### config.mk
export PLATFORM = sky130hd
export DESIGN_NAME = pipelined_claa
export DESIGN_NICKNAME = d
export VERILOG_FILES = /design/src/rtl/pipelined_claa.sv
export SDC_FILE = /design/constraint.sdc
export NUM_CORES = 1
export LEC_CHECK = 0
export CORE_MARGIN = 2
export CORE_UTILIZATION = 59
export DETAILED_ROUTE_END_ITERATION = 16
export PLACE_DENSITY = 0.9
export SLEW_MARGIN = 20
export SYNTH_ARGS = -nofsm -noshare
export SYNTH_HDL_FRONTEND = slang
export SYNTH_SLANG_ARGS = --single-unit
### constraint.sdc
create_clock -name CLK -period 4.8 [get_ports CLK]
set_input_delay 0.48 -clock CLK [delete_from_list [all_inputs] [get_ports CLK]]
set_output_delay 0.48 -clock CLK [all_outputs]
set_load 0.03 [all_outputs]
### src/rtl/pipelined_claa.sv
// Pipelined carry-lookahead adder/subtractor with NZVC flags.
// WIDTH must be a multiple of GROUP (and at least GROUP).
// One register stage per GROUP-bit lookahead group, so the carry crosses
// one group per cycle. Stage k holds result groups 0..k plus the operand
// groups still waiting for their carry. All stages share one global stall.
module pipelined_claa #(
  parameter int WIDTH = 16,
  parameter int GROUP = 4
) (
  input  logic             CLK,
  input  logic             RST_N,
  input  logic             IN_VALID,
  output logic             IN_READY,
  input  logic [WIDTH-1:0] X,
  input  logic [WIDTH-1:0] Y,
  input  logic             C0,
  input  logic             SUB,
  output logic             OUT_VALID,
  input  logic             OUT_READY,
  output logic [WIDTH-1:0] F,
  output logic             COUT,
  output logic             OV,
  output logic             Z,
  output logic             N
);
  localparam int NS = WIDTH / GROUP;

  // Carry into bit i of a group, written as a flat sum of products
  // (Gj & Pj+1..Pi-1 terms plus P0..Pi-1 & ci) so it maps to parallel lookahead.
  function automatic logic grp_carry(input logic [GROUP-1:0] a, input logic [GROUP-1:0] b,
                                     input logic ci, input int i);
    logic acc, pp;
    acc = 1'b0;
    pp  = 1'b1;
    for (int j = GROUP - 1; j >= 0; j--) begin
      if (j < i) begin
        acc = acc | (a[j] & b[j] & pp);
        pp  = pp & (a[j] ^ b[j]);
      end
    end
    return acc | (pp & ci);
  endfunction

  function automatic logic [GROUP-1:0] grp_sum(input logic [GROUP-1:0] a, input logic [GROUP-1:0] b,
                                               input logic ci);
    logic [GROUP-1:0] s;
    for (int i = 0; i < GROUP; i++)
      s[i] = a[i] ^ b[i] ^ grp_carry(a, b, ci, i);
    return s;
  endfunction

  logic             adv;
  logic [NS:0]      vld_pipe;
  logic [WIDTH-1:0] y_eff;
  logic             c_in0;

  // Subtraction is X + ~Y + ~C0; the borrow-in becomes an inverted carry-in.
  assign y_eff       = SUB ? ~Y : Y;
  assign c_in0       = C0 ^ SUB;
  assign adv         = ~OUT_VALID | OUT_READY;
  assign IN_READY    = adv;
  assign vld_pipe[0] = IN_VALID;
  assign OUT_VALID   = vld_pipe[NS];
  assign Z           = OUT_VALID & ~|F;
  assign N           = F[WIDTH-1];

  // Stage valid bits move together; a cycle without IN_VALID injects a bubble.
  always_ff @(posedge CLK) begin
    if (!RST_N)   vld_pipe[NS:1] <= '0;
    else if (adv) vld_pipe[NS:1] <= vld_pipe[NS-1:0];
  end

  for (genvar k = 0; k < NS; k++) begin : g_st
    // Operand bits not yet summed; this stage's group sits at the bottom.
    logic [(NS-k)*GROUP-1:0] xs, ys;
    logic                    ci;
    logic [(k+1)*GROUP-1:0]  f_nxt, f_r;
    logic                    c_r;

    if (k == 0) begin : g_head
      assign xs    = X;
      assign ys    = y_eff;
      assign ci    = c_in0;
      assign f_nxt = grp_sum(xs[GROUP-1:0], ys[GROUP-1:0], ci);
    end else begin : g_body
      assign xs    = g_st[k-1].g_fwd.x_r;
      assign ys    = g_st[k-1].g_fwd.y_r;
      assign ci    = g_st[k-1].c_r;
      assign f_nxt = {grp_sum(xs[GROUP-1:0], ys[GROUP-1:0], ci), g_st[k-1].f_r};
    end

    // Latch the partial result and this group's carry-out.
    always_ff @(posedge CLK) begin
      if (!RST_N) begin
        f_r <= '0;
        c_r <= 1'b0;
      end else if (adv) begin
        f_r <= f_nxt;
        c_r <= grp_carry(xs[GROUP-1:0], ys[GROUP-1:0], ci, GROUP);
      end
    end

    if (k < NS - 1) begin : g_fwd
      logic [(NS-1-k)*GROUP-1:0] x_r, y_r;

      // Delay the remaining operand groups so they meet their carry.
      always_ff @(posedge CLK) begin
        if (!RST_N) begin
          x_r <= '0;
          y_r <= '0;
        end else if (adv) begin
          x_r <= xs[(NS-k)*GROUP-1:GROUP];
          y_r <= ys[(NS-k)*GROUP-1:GROUP];
        end
      end
    end else begin : g_tail
      logic cm_r;

      // Carry into the MSB, kept only in the last stage for overflow.
      always_ff @(posedge CLK) begin
        if (!RST_N)   cm_r <= 1'b0;
        else if (adv) cm_r <= grp_carry(xs[GROUP-1:0], ys[GROUP-1:0], ci, GROUP - 1);
      end

      assign F    = f_r;
      assign COUT = c_r;
      assign OV   = cm_r ^ c_r;
    end
  end
endmodule

Word level (Yosys, flattened, before mapping):

Index checks and enable logic that the tools add are counted.

* bits in registers: 97
* output and inout port bits: 22

* muxes and demuxes: 77
* bitwise gates (word level): 166
* reduce and logical (&&, ||, !) cells: 2

Operators with widths (number)
* $and A1 B1 Y1: 86
* $mux W1: 76
* $or A1 B1 Y1: 44
* $xor A1 B1 Y1: 34
* $mux W16: 1
* $not A16 Y16: 1
* $reduce_or A16 Y1: 1
* $logic_not A1 Y1: 1
* $not A1 Y1: 1

Logic depth before layout (Yosys ltp):

Gate-level depths: netlist of the first run.

* depth after elaboration: 16
* depth in mapped cells: 8

Least setup slack after synthesis of the first run:

Ideal clock, no wire load.

* kind: register to output
* start point: register vld_pipe[4] (netlist: OUT_VALID)
* end point: output Z
* arrival time: 1.775 ns
* data required time: 4.320 ns
* slack: 2.545 ns
* stages on the path, launching flop included: 4
* path buffers: 0
* path through: dfxtp_1 -> nor4b_1 -> nand4_1 -> nor4_1

* word-level cells in the longest chain between the ends: 1

Ends and longest elaborated chain
* start, declared: line 53 `logic [NS:0] vld_pipe;`
* start signal, assigned by index: line 70 `else if (adv) vld_pipe[NS:1] <= vld_pipe[NS-1:0];`
* $and A1 B1 Y1: line 64 `assign Z = OUT_VALID & ~|F;`
* end, declared: line 23 `output logic Z,`

No other way between the ends.

Final worst setup path of the first run:

* start point: input OUT_READY
* end point: output IN_READY

* word-level cells in the longest chain between the ends: 1

Ends and longest elaborated chain
* start, declared: line 19 `input logic OUT_READY,`
* $or A1 B1 Y1: line 60 `assign adv = ~OUT_VALID | OUT_READY;`
* end, declared: line 13 `output logic IN_READY,`

No other way between the ends.

==> impl_summary.log, run 1 <==
[metrics] Top-Level Pins: 60
[metrics] data arrival time of the worst path: 2.26 ns
[metrics] growth of design area from synthesis to finish: 15.2%
[metrics] Crit. Startpoint: OUT_READY
[metrics] shortest period the worst path allows: 2.74 ns
[metrics] net count after synthesis: 554
[metrics] count of antenna-violating nets left after detailed routing: 0
[metrics] latest clock arrival within the worst-skew pair: 0.36 ns
[metrics] capturing element type of the critical path: primary output
[metrics] final routed wirelength across all metal layers: 8.27 mm
[metrics] largest fanout of any net on the critical path: 60
[metrics] routed len/inst: 13.0 um
[metrics] netlist area before placement: 0.00443 mm2
[metrics] Die ar.: 0.00821 mm2
[metrics] leakage power of the design: 2.13 nW
[metrics] gpl congestion: 0.788
[metrics] global-route wire length before repair: 13.9 mm
[metrics] cell types occupying the most area after synthesis: sky130_fd_sc_hd__dfxtp_1 (44%), sky130_fd_sc_hd__nand2_1 (13%), sky130_fd_sc_hd__a21boi_1 (9.8%)
[metrics] vias in the first global route: 3144
[metrics] detailed placer's ending HPWL: 5.44 mm
[metrics] Vias: 3449
[metrics] most area-hungry cell type in the Yosys netlist: sky130_fd_sc_hd__dfxtp_1
[metrics] NumNets Final: 592
[metrics] synthesized instance count: 496
[metrics] max-capacitance violation count: 0
[metrics] outcome: completed
[metrics] DR vias/cell: 5.41
[metrics] area of all placed cells without fillers: 0.00510 mm2
[metrics] Post CTS Setup Buffer Count: 0
[metrics] number of buffers inserted by port buffering: 59
[metrics] Initial DRC Count: 224
[metrics] Worst-Margin Slew: 1.00 ns
[metrics] layout cells sized above 1: 0.0428
[metrics] count of TritonRoute iterations in the first routing pass: 6
[metrics] Fin. Hold Viols: 0
[metrics] number of library cell types mapped by synthesis: 40
[metrics] unrepaired setup endpoints after global routing: false
[metrics] Yosys warning total: 0
[metrics] starting density of the core: 0.610
[metrics] Max-Slew Margin vs Limit: 0.330
[metrics] total negative setup slack: 0 ns
[metrics] average cell area after synthesis: 8.92 um2
[metrics] number of antenna violations at the first check in global routing: 0
[metrics] gr ovfl total: 0
[metrics] nature of the critical path startpoint: input port
[metrics] number of buffers created by CTS: 9
[metrics] GRT Total Usage: 0.207
[metrics] maximum VDD drop: 0.161 mV
[metrics] antenna cell count: 0
[metrics] required time of the worst setup path: 4.32 ns
[metrics] Critical Setup Path Class: input port to primary output
[metrics] most frequent cells after synthesis: sky130_fd_sc_hd__nand2_1 (154), sky130_fd_sc_hd__dfxtp_1 (97), sky130_fd_sc_hd__a21boi_1 (58)
[metrics] class of the most critical hold timing path: flop to flop
[metrics] Total Power Consumption: 1.62 mW
[metrics] final clock period utilization by the worst path: 0.572
[metrics] area of the placeable core: 0.00725 mm2
[metrics] hold buffer count at CTS: 0
[metrics] fillcell total: 600
[metrics] share of synthesized flip-flops with an asynchronous set or reset: 0
[metrics] final core utilization: 0.703
[metrics] post_cts resized: 0
[metrics] standard-cell row count: 31
[metrics] remaining design rule violation count: 0
[metrics] register bit total from synthesis: 97
[metrics] Max Slew Vio Count: 0
[metrics] Die Span X: 90.6 um
[metrics] maximum number of pins on one net before global-route repair: 82
[metrics] start point of the worst min-delay path: vld_pipe[2]
[metrics] share of synthesized area occupied by flip-flops and latches: 0.439
[metrics] share of the synthesized area in the top cell type: 0.439
[metrics] buffer cell driving the clock tree root: sky130_fd_sc_hd__clkbuf_8
[metrics] startpoint of the lowest-slack register-to-register path: OUT_VALID
[metrics] TritonCTS clock tree: done
[metrics] buffer depth of the longest clock path: 2
[metrics] power per unit of standard cell area: 318 mW/mm2
[metrics] Cell Area, Placed: 0.00491 mm2
[metrics] maximum level of the CTS H-tree: 3
[metrics] Fmax achieved: 364 MHz
[metrics] CTS sink cnt: 97
[metrics] worst clock skew on the final layout: 0.00951 ns
[metrics] prevailing post-synth register cell: sky130_fd_sc_hd__dfxtp_1
[metrics] Final setup viols: 0
[metrics] number of enable flip-flop cells after synthesis: 0
[metrics] chip height: 90.6 um
[metrics] most common cell in the netlist: sky130_fd_sc_hd__nand2_1
[metrics] Worst-path clk slew: 0.09 ns
## cell type report
type	count	area, um2	area share
Multi-Input combinational cell	351	2190	0.429
Inverter	13	51.3	0.0101
Timing Repair Buffer	62	611	0.120
Clock buffer	10	128	0.0250
Clock inverter	5	56.3	0.0110
Sequential cell	97	1940	0.381
Tap cell	99	124	0.0243
## placed cells by master (no fill, tap or decap), types with 3 or more instances in the layout
master,count
sky130_fd_sc_hd__a211oi_1,4
sky130_fd_sc_hd__a21boi_0,9
sky130_fd_sc_hd__a21boi_1,58
sky130_fd_sc_hd__a21o_1,3
sky130_fd_sc_hd__a21oi_1,6
sky130_fd_sc_hd__buf_4,4
sky130_fd_sc_hd__clkbuf_8,9
sky130_fd_sc_hd__clkdlybuf4s50_1,58
sky130_fd_sc_hd__dfxtp_1,97
sky130_fd_sc_hd__fa_1,4
sky130_fd_sc_hd__ha_1,16
sky130_fd_sc_hd__inv_1,12
sky130_fd_sc_hd__nand2_1,154
sky130_fd_sc_hd__nand3_1,14
sky130_fd_sc_hd__nor2_1,7
sky130_fd_sc_hd__nor4_1,3
sky130_fd_sc_hd__o211a_1,17
sky130_fd_sc_hd__o21a_1,3
sky130_fd_sc_hd__o21ai_0,9
sky130_fd_sc_hd__o31ai_1,3
sky130_fd_sc_hd__xnor2_1,16
sky130_fd_sc_hd__xor2_1,5
## sequential cells by signal, indices dropped and copies added (netlist names)
signal and flops:
COUT 1, F 16, OUT_VALID 1, g_st.c_r 3, g_st.f_r 24, g_st.g_fwd.x_r 24, g_st.g_fwd.y_r 24, g_st.g_tail.cm_r 1
vld_pipe 3
## critical path, stage by stage
cell and delay [ns]:
sky130_fd_sc_hd__clkdlybuf4s50_1 0.51, sky130_fd_sc_hd__nor2b_4 0.06, sky130_fd_sc_hd__inv_4 0.39, sky130_fd_sc_hd__clkdlybuf4s50_1 0.78
## worst paths after layout
check / end / slack, ns / cells past startpoint
setup / recovery: IN_READY / 2.06 / 4
hold reg to reg: vld_pipe[2] / 0.45 / 2
hold / removal: vld_pipe[2] / 0.45 / 2
setup reg to reg: g_st[2].f_r[11] / 2.72 / 6
## stage by stage
| step | cells | setup WS (ns) | hold slack [ns] |
|---|---|---|---|
| after detailed placement | 622 | 1.82 | 0.445 |
| after global routing | 637 | 1.97 | 0.477 |
| after CTS | 637 | 2.05 | 0.457 |
| final | 637 | 2.06 | 0.454 |
| after global placement | 622 | 1.91 | 0.437 |
| after floorplan | 496 | 2.55 | 0.431 |
## logic make-up after synthesis
| kind of cell | count (synthesis) | synth area share |
|---|---|---|
| AO/OA/AOI/OAI | 120 | 0.208 |
| XOR/XNOR | 22 | 0.0478 |
| adder cells (fa/ha/maj) | 20 | 0.0633 |
| buffers and inverters | 48 | 0.0670 |
| flip-flops | 97 | 0.439 |
| AND/OR/NAND/NOR | 189 | 0.175 |
## layer usage
| layer | global-route usage | wire (um) |
|---|---|---|
| met1 | 0.268 | 3900 |
| met2 | 0.340 | 3860 |
| met3 | 0.0284 | 317 |
| met4 | 0.104 | 200 |
| met5 | 0 | 0 |
## report_power, final
part,leakage (nW),total (mW),internal [mW],switching (mW)
combinational,1.24,0.229,0.117,0.111
sequential,0.797,0.889,0.857,0.0317
clock,0.0925,0.505,0.238,0.267
total,2.13,1.62,1.21,0.410
Note: power is estimated with default switching activity, not from simulation.
==> inputs of run 2 (changes only) <==
CORE_UTILIZATION = 49   (was 59)
PLACE_DENSITY = 0.8   (was 0.9)
clock period = 2.42 ns   (was 4.8 ns; I/O delays follow)
==> impl_summary.log, run 2 (synthesized netlist as in run 1, its figures left out) <==
[metrics] final clock period utilization by the worst path: 0.772
[metrics] standard-cell row count: 34 (was 31)
[metrics] nature of the critical path startpoint: flop (was input port)
[metrics] outcome: completed (unchanged)
[metrics] Max-Slew Margin vs Limit: 0.462 (was 0.330)
[metrics] Fmax achieved: 535 MHz
[metrics] maximum number of pins on one net before global-route repair: 113 (was 82)
[metrics] GRT Total Usage: 0.177 (was 0.207)
[metrics] number of antenna violations at the first check in global routing: 0 (unchanged)
[metrics] starting density of the core: 0.507 (was 0.610)
[metrics] global-route wire length before repair: 14.4 mm (was 13.9 mm)
[metrics] startpoint of the lowest-slack register-to-register path: OUT_VALID (unchanged)
[metrics] Worst-Margin Slew: 0.807 ns (was 1.00 ns)
[metrics] required time of the worst setup path: 2.18 ns (was 4.32 ns)
[metrics] NumNets Final: 596 (was 592)
[metrics] area of the placeable core: 0.00872 mm2 (was 0.00725 mm2)
[metrics] unrepaired setup endpoints after global routing: false (unchanged)
[metrics] power per unit of standard cell area: 617 mW/mm2 (was 318 mW/mm2)
[metrics] buffer cell driving the clock tree root: sky130_fd_sc_hd__clkbuf_8 (unchanged)
[metrics] latest clock arrival within the worst-skew pair: 0.37 ns (was 0.36 ns)
[metrics] Die Span X: 99.0 um (was 90.6 um)
[metrics] growth of design area from synthesis to finish: 16.3% (was 15.2%)
[metrics] Crit. Startpoint: F[5] (was OUT_READY)
[metrics] Die ar.: 0.00981 mm2 (was 0.00821 mm2)
[metrics] worst hold margin: 0.387 ns (was 0.454 ns)
[metrics] buffer depth of the longest clock path: 2 (unchanged)
[metrics] remaining design rule violation count: 0 (unchanged)
[metrics] Final setup viols: 0 (unchanged)
[metrics] start point of the worst min-delay path: RST_N (was vld_pipe[2])
[metrics] vias in the first global route: 3281 (was 3144)
[metrics] top flop regs: g_st.f_r (24), g_st.g_fwd.x_r (24), g_st.g_fwd.y_r (24) (unchanged)
[metrics] leakage power of the design: 2.16 nW (was 2.13 nW)
[metrics] class of the most critical hold timing path: input port to flop (was flop to flop)
[metrics] total negative setup slack: 0 ns (unchanged)
[metrics] Fin. Hold Viols: 0 (unchanged)
[metrics] TritonCTS clock tree: done (unchanged)
[metrics] chip height: 99.0 um (was 90.6 um)
[metrics] hold buffer count at CTS: 0 (unchanged)
[metrics] maximum VDD drop: 0.251 mV (was 0.161 mV)
[metrics] gr ovfl total: 0 (unchanged)
[metrics] Critical Setup Path Class: flop to primary output (was input port to primary output)
[metrics] CTS sink cnt: 97 (unchanged)
[metrics] number of buffers inserted by port buffering: 59 (unchanged)
[metrics] layout cells sized above 1: 0.0534 (was 0.0428)
[metrics] largest fanout of any net on the critical path: 3 (was 60)
[metrics] DR vias/cell: 5.24 (was 5.41)
[metrics] Setup crit end: Z (was IN_READY)
[metrics] post_cts resized: 0 (unchanged)
[metrics] routed len/inst: 12.6 um (was 13.0 um)
[metrics] number of buffers created by CTS: 9 (unchanged)
[metrics] count of antenna-violating nets left after detailed routing: 0 (unchanged)
[metrics] Max Slew Vio Count: 0 (unchanged)
[metrics] final routed wirelength across all metal layers: 8.23 mm (was 8.27 mm)
[metrics] detailed placer's ending HPWL: 5.62 mm (was 5.44 mm)
[metrics] worst clock skew on the final layout: 0.0110 ns (was 0.00951 ns)
[metrics] count of TritonRoute iterations in the first routing pass: 4 (was 6)
[metrics] worst-case register-to-register setup slack: 0.73 ns (was 2.72 ns)
[metrics] gpl congestion: 0.794 (was 0.788)
[metrics] shortest period the worst path allows: 1.87 ns
[metrics] max-capacitance violation count: 0 (unchanged)
[metrics] maximum level of the CTS H-tree: 3 (unchanged)
[metrics] leading cell type in the layout, fill and taps excluded: sky130_fd_sc_hd__nand2_1 (unchanged)
[metrics] data arrival time of the worst path: 1.63 ns (was 2.26 ns)
[metrics] antenna cell count: 0 (unchanged)
[metrics] Worst-path clk slew: 0.10 ns (was 0.09 ns)
[metrics] Top-Level Pins: 60 (unchanged)
[metrics] commonest cells after routing, fill and taps aside: sky130_fd_sc_hd__nand2_1 (154), sky130_fd_sc_hd__dfxtp_1 (97), sky130_fd_sc_hd__a21boi_1 (58) (was sky130_fd_sc_hd__nand2_1 (154), sky130_fd_sc_hd__dfxtp_1 (97), sky130_fd_sc_hd__a21boi_1 (58), sky130_fd_sc_hd__clkdlybuf4s50_1 (58), sky130_fd_sc_hd__o211a_1 (17))
[metrics] Initial DRC Count: 159 (was 224)
[metrics] capture point of the worst reg-to-reg path: g_st[2].f_r[11] (unchanged)
[metrics] Worst R2R Path Depth: 5 (was 6)
[metrics] capturing element type of the critical path: primary output (unchanged)
[metrics] Vias: 3409 (was 3449)
[metrics] Post CTS Setup Buffer Count: 0 (unchanged)
run 2: worst min path at each step:
stage,end,cells after the start
2_1_floorplan,g_st[0].g_fwd.x_r[0],2
3_3_place_gp,g_st[0].g_fwd.x_r[11],2
3_5_place_dp,g_st[0].g_fwd.x_r[11],2
4_1_cts,g_st[0].g_fwd.y_r[9],2
5_1_grt,g_st[0].g_fwd.y_r[10],2
6_report,g_st[0].g_fwd.y_r[8],2
run 2: through the flow:
step                 util  setup WS (ns)  std cells  area, um2  power (mW)
finish              0.590          0.551        651       5150        3.18
global route        0.590          0.380        651       5150        3.34
CTS                 0.590         0.0951        651       5140        3.21
detailed placement  0.569          0.292        635       4970        2.26
global placement    0.569          0.338        635       4970        2.24
floorplan               -          0.403        496       4430        2.10
run 2: routing by layer:
metal / share of wire / vias up / GRT usage
met4: 0.020 / 0 / 0.0674
met1: 0.49 / 1585 / 0.226
met2: 0.44 / 62 / 0.289
li1: - / 1747 / -
met5: 0 / - / 0
met3: 0.049 / 15 / 0.0447
run 2: area by class of cell:
type | instances | area, um2
clock buffer | 9 | 124
clock inverter | 7 | 55.1
fill | 763 | 3570
inverter | 13 | 51.3
multi-input combinational | 351 | 2190
sequential | 97 | 1940
tap | 108 | 135
timing repair buffer | 66 | 653
run 2: worst max-delay path: stages (launching register included):
cell	delay, ns
sky130_fd_sc_hd__dfxtp_1	0.33
sky130_fd_sc_hd__nor4b_1	0.30
sky130_fd_sc_hd__nand4_1	0.14
sky130_fd_sc_hd__nor4_1	0.16
sky130_fd_sc_hd__dlymetal6s2s_1	0.32
run 2: where the power goes:
part | switching [mW] | internal, mW
Sequential | 0.0625 | 1.70
Clock | 0.580 | 0.382
Combinational | 0.216 | 0.238
Total | 0.858 | 2.32
==> inputs of run 3 (changes only) <==
CORE_UTILIZATION = 55   (was 49)
PLACE_DENSITY = 0.85   (was 0.8)
clock period = 1.83 ns   (was 2.42 ns; I/O delays follow)
==> impl_summary.log, run 3 (synthesized netlist as in run 1, its figures left out) <==
[metrics] shortest period the worst path allows: 1.74 ns
[metrics] Vias: 3472 (was 3409)
[metrics] gpl congestion: 0.825 (was 0.794)
[metrics] count of antenna-violating nets left after detailed routing: 0 (unchanged)
[metrics] met3 demand-to-capacity share in global routing: 0.0273 (was 0.0447)
[metrics] Critical Setup Path Class: flop to primary output (unchanged)
[metrics] required time of the worst setup path: 1.65 ns (was 2.18 ns)
[metrics] largest stage delay on the critical path: 0.68 ns (was 0.33 ns)
[metrics] Fin. Hold Viols: 0 (unchanged)
[metrics] Die ar.: 0.00878 mm2 (was 0.00981 mm2)
[metrics] met2 Resource Use GR: 0.336 (was 0.289)
[metrics] Worst-Margin Slew: 0.392 ns (was 0.807 ns)
[metrics] area of all placed cells without fillers: 0.00528 mm2 (was 0.00515 mm2)
[metrics] Seq pwr share: 0.535 (was 0.555)
[metrics] standard-cell row count: 32 (was 34)
[metrics] Clock Power Share: 0.320 (was 0.302)
[metrics] sw power: 1.11 mW (was 0.858 mW)
[metrics] power per unit of standard cell area: 826 mW/mm2 (was 617 mW/mm2)
[metrics] Worst R2R Path Depth: 5 (unchanged)
[metrics] Logic pwr share: 0.145 (was 0.143)
[metrics] count of TritonRoute iterations in the first routing pass: 4 (unchanged)
[metrics] post_cts resized: 0 (unchanged)
[metrics] starting density of the core: 0.570 (was 0.507)
[metrics] terminating pin of the worst hold path: g_st[0].g_fwd.y_r[0] (was g_st[0].g_fwd.y_r[8])
[metrics] Worst-path clk slew: 0.09 ns (was 0.10 ns)
[metrics] capture point of the worst reg-to-reg path: g_st[3].g_tail.cm_r (was g_st[2].f_r[11])
[metrics] chip height: 93.7 um (was 99.0 um)
[metrics] buffer cell driving the clock tree root: sky130_fd_sc_hd__clkbuf_8 (unchanged)
[metrics] start point of the worst min-delay path: RST_N (unchanged)
[metrics] Sw Ratio: 0.254 (was 0.270)
[metrics] total negative setup slack: 0 ns (unchanged)
[metrics] Fmax achieved: 575 MHz
[metrics] final core utilization: 0.679 (was 0.590)
[metrics] worst clock skew on the final layout: 0.00700 ns (was 0.0110 ns)
[metrics] vias in the first global route: 3245 (was 3281)
[metrics] unrepaired setup endpoints after global routing: true (was false)
[metrics] global-route wire length before repair: 14.3 mm (was 14.4 mm)
[metrics] hold buffer count at CTS: 0 (unchanged)
[metrics] Top-Level Pins: 60 (unchanged)
[metrics] growth of design area from synthesis to finish: 19.2% (was 16.3%)
[metrics] slowest stage cell on the critical path: sky130_fd_sc_hd__clkdlybuf4s50_1 (was sky130_fd_sc_hd__dfxtp_1)
[metrics] NumNets Final: 603 (was 596)
[metrics] worst-case register-to-register setup slack: 0.24 ns (was 0.73 ns)
[metrics] leakage power of the design: 2.21 nW (was 2.16 nW)
[metrics] Post CTS Setup Buffer Count: 0 (unchanged)
[metrics] Max Slew Vio Count: 0 (unchanged)
[metrics] antenna cell count: 0 (unchanged)
[metrics] worst-case setup margin in the final layout: 0.0918 ns (was 0.551 ns)
[metrics] Max-Slew Margin vs Limit: 0.739 (was 0.462)
[metrics] commonest cells after routing, fill and taps aside: sky130_fd_sc_hd__nand2_1 (154), sky130_fd_sc_hd__dfxtp_1 (97), sky130_fd_sc_hd__a21boi_1 (58) (unchanged)
[metrics] remaining design rule violation count: 0 (unchanged)
[metrics] capturing element type of the critical path: primary output (unchanged)
[metrics] max-capacitance violation count: 0 (unchanged)
[metrics] GRT Total Usage: 0.202 (was 0.177)
[metrics] fillcell total: 642 (was 763)
[metrics] outcome: completed (unchanged)
[metrics] Final setup viols: 0 (unchanged)
[metrics] Cell Area, Placed: 0.00505 mm2 (was 0.00497 mm2)
[metrics] gr ovfl total: 0 (unchanged)
[metrics] startpoint of the lowest-slack register-to-register path: g_st[2].g_fwd.x_r[0] (was OUT_VALID)
[metrics] cell-by-cell listing of the critical path: xor2_1, clkdlybuf4s50_1 (was nor4b_1, nand4_1, nor4_1, dlymetal6s2s_1)
[metrics] leading cell type in the layout, fill and taps excluded: sky130_fd_sc_hd__nand2_1 (unchanged)
[metrics] detailed placer's ending HPWL: 5.99 mm (was 5.62 mm)
[metrics] area of the placeable core: 0.00777 mm2 (was 0.00872 mm2)
[metrics] Placed Cells incl. Taps: 636 (was 635)
[metrics] DR vias/cell: 5.33 (was 5.24)
[metrics] number of buffers created by CTS: 9 (unchanged)
[metrics] maximum number of pins on one net before global-route repair: 54 (was 113)
[metrics] Internal Power: 3.25 mW (was 2.32 mW)
[metrics] layout cells sized above 1: 0.0782 (was 0.0534)
[metrics] Crit. Startpoint: COUT (was F[5])
[metrics] maximum level of the CTS H-tree: 3 (unchanged)
[metrics] number of antenna violations at the first check in global routing: 0 (unchanged)
[metrics] buffer depth of the longest clock path: 2 (unchanged)
[metrics] top flop regs: g_st.f_r (24), g_st.g_fwd.x_r (24), g_st.g_fwd.y_r (24) (unchanged)
[metrics] nature of the critical path startpoint: flop (unchanged)
[metrics] CTS sink cnt: 97 (unchanged)
[metrics] largest fanout of any net on the critical path: 3 (unchanged)
[metrics] Initial DRC Count: 160 (was 159)
[metrics] Die Span X: 93.7 um (was 99.0 um)
[metrics] cell type group with the largest total delay on the critical path: buffers and inverters (was simple AND/OR/NAND/NOR gates)
[metrics] post-layout instance count excluding filler cells: 652 (was 651)
[metrics] class of the most critical hold timing path: input port to flop (unchanged)
[metrics] maximum VDD drop: 0.474 mV (was 0.251 mV)
[metrics] routed len/inst: 13.1 um (was 12.6 um)
[metrics] Stages on worst setup path: 2 (was 4)
[metrics] data arrival time of the worst path: 1.56 ns (was 1.63 ns)
[metrics] final routed wirelength across all metal layers: 8.52 mm (was 8.23 mm)
[metrics] latest clock arrival within the worst-skew pair: 0.36 ns (was 0.37 ns)
[metrics] worst slack at placement: -0.303 ns (was 0.292 ns)
[metrics] cell count of the worst hold path: 2 (unchanged)
[metrics] Worst Path Buf+Inv: 1 (unchanged)
[metrics] final clock period utilization by the worst path: 0.950
[metrics] number of buffers inserted by port buffering: 59 (unchanged)
[metrics] peak-usage layer in the global routing report: met2 (unchanged)
[metrics] global routing met1 resource utilization: 0.258 (was 0.226)
[metrics] TritonCTS clock tree: done (unchanged)
-- run 3: power by group through the flow --
| stage | Combinational [mW] | Sequential, mW | Clock, mW |
|---|---|---|---|
| 4_1_cts | 0.627 | 2.33 | 1.42 |
| 6_report | 0.631 | 2.33 | 1.39 |
| 3_5_place_dp | 0.622 | 2.38 | 0 |
| 2_1_floorplan | 0.392 | 2.39 | 0 |
| 5_1_grt | 0.702 | 2.35 | 1.50 |
| 3_3_place_gp | 0.591 | 2.37 | 0 |
-- run 3: how the worst max path moves through the flow --
stage                endpoint  slack, ns
3_3_place_gp   g_st[0].f_r[3]      -0.13
3_5_place_dp   g_st[0].f_r[3]      -0.30
4_1_cts                     Z       0.04
2_1_floorplan  g_st[0].f_r[3]       0.14
5_1_grt                     Z      -0.04
6_report                   OV       0.09
-- run 3: cell type report --
type / instances / area, um2 / share of cell area
clock buffers: 10 / 138 / 0.0261
clock inverters: 6 / 66.3 / 0.0126
inverters: 13 / 51.3 / 0.00972
multi-input cells: 351 / 2220 / 0.420
flip-flops and latches: 97 / 1940 / 0.368
well taps: 102 / 128 / 0.0242
repair buffers: 73 / 736 / 0.139
-- run 3: routing by layer --
| layer | routed length (um) | part of all wire |
|---|---|---|
| met3 | 305 | 0.036 |
| met1 | 4060 | 0.48 |
| met4 | 221 | 0.026 |
| met5 | 0 | 0 |
| met2 | 3930 | 0.46 |
-- run 3: metrics by stage --
stage	total power [mW]	hold slack, ns
after global routing	4.56	0.247
after detailed placement	3.00	0.442
after CTS	4.38	0.236
final	4.36	0.251
after global placement	2.97	0.438
after floorplan	2.78	0.322
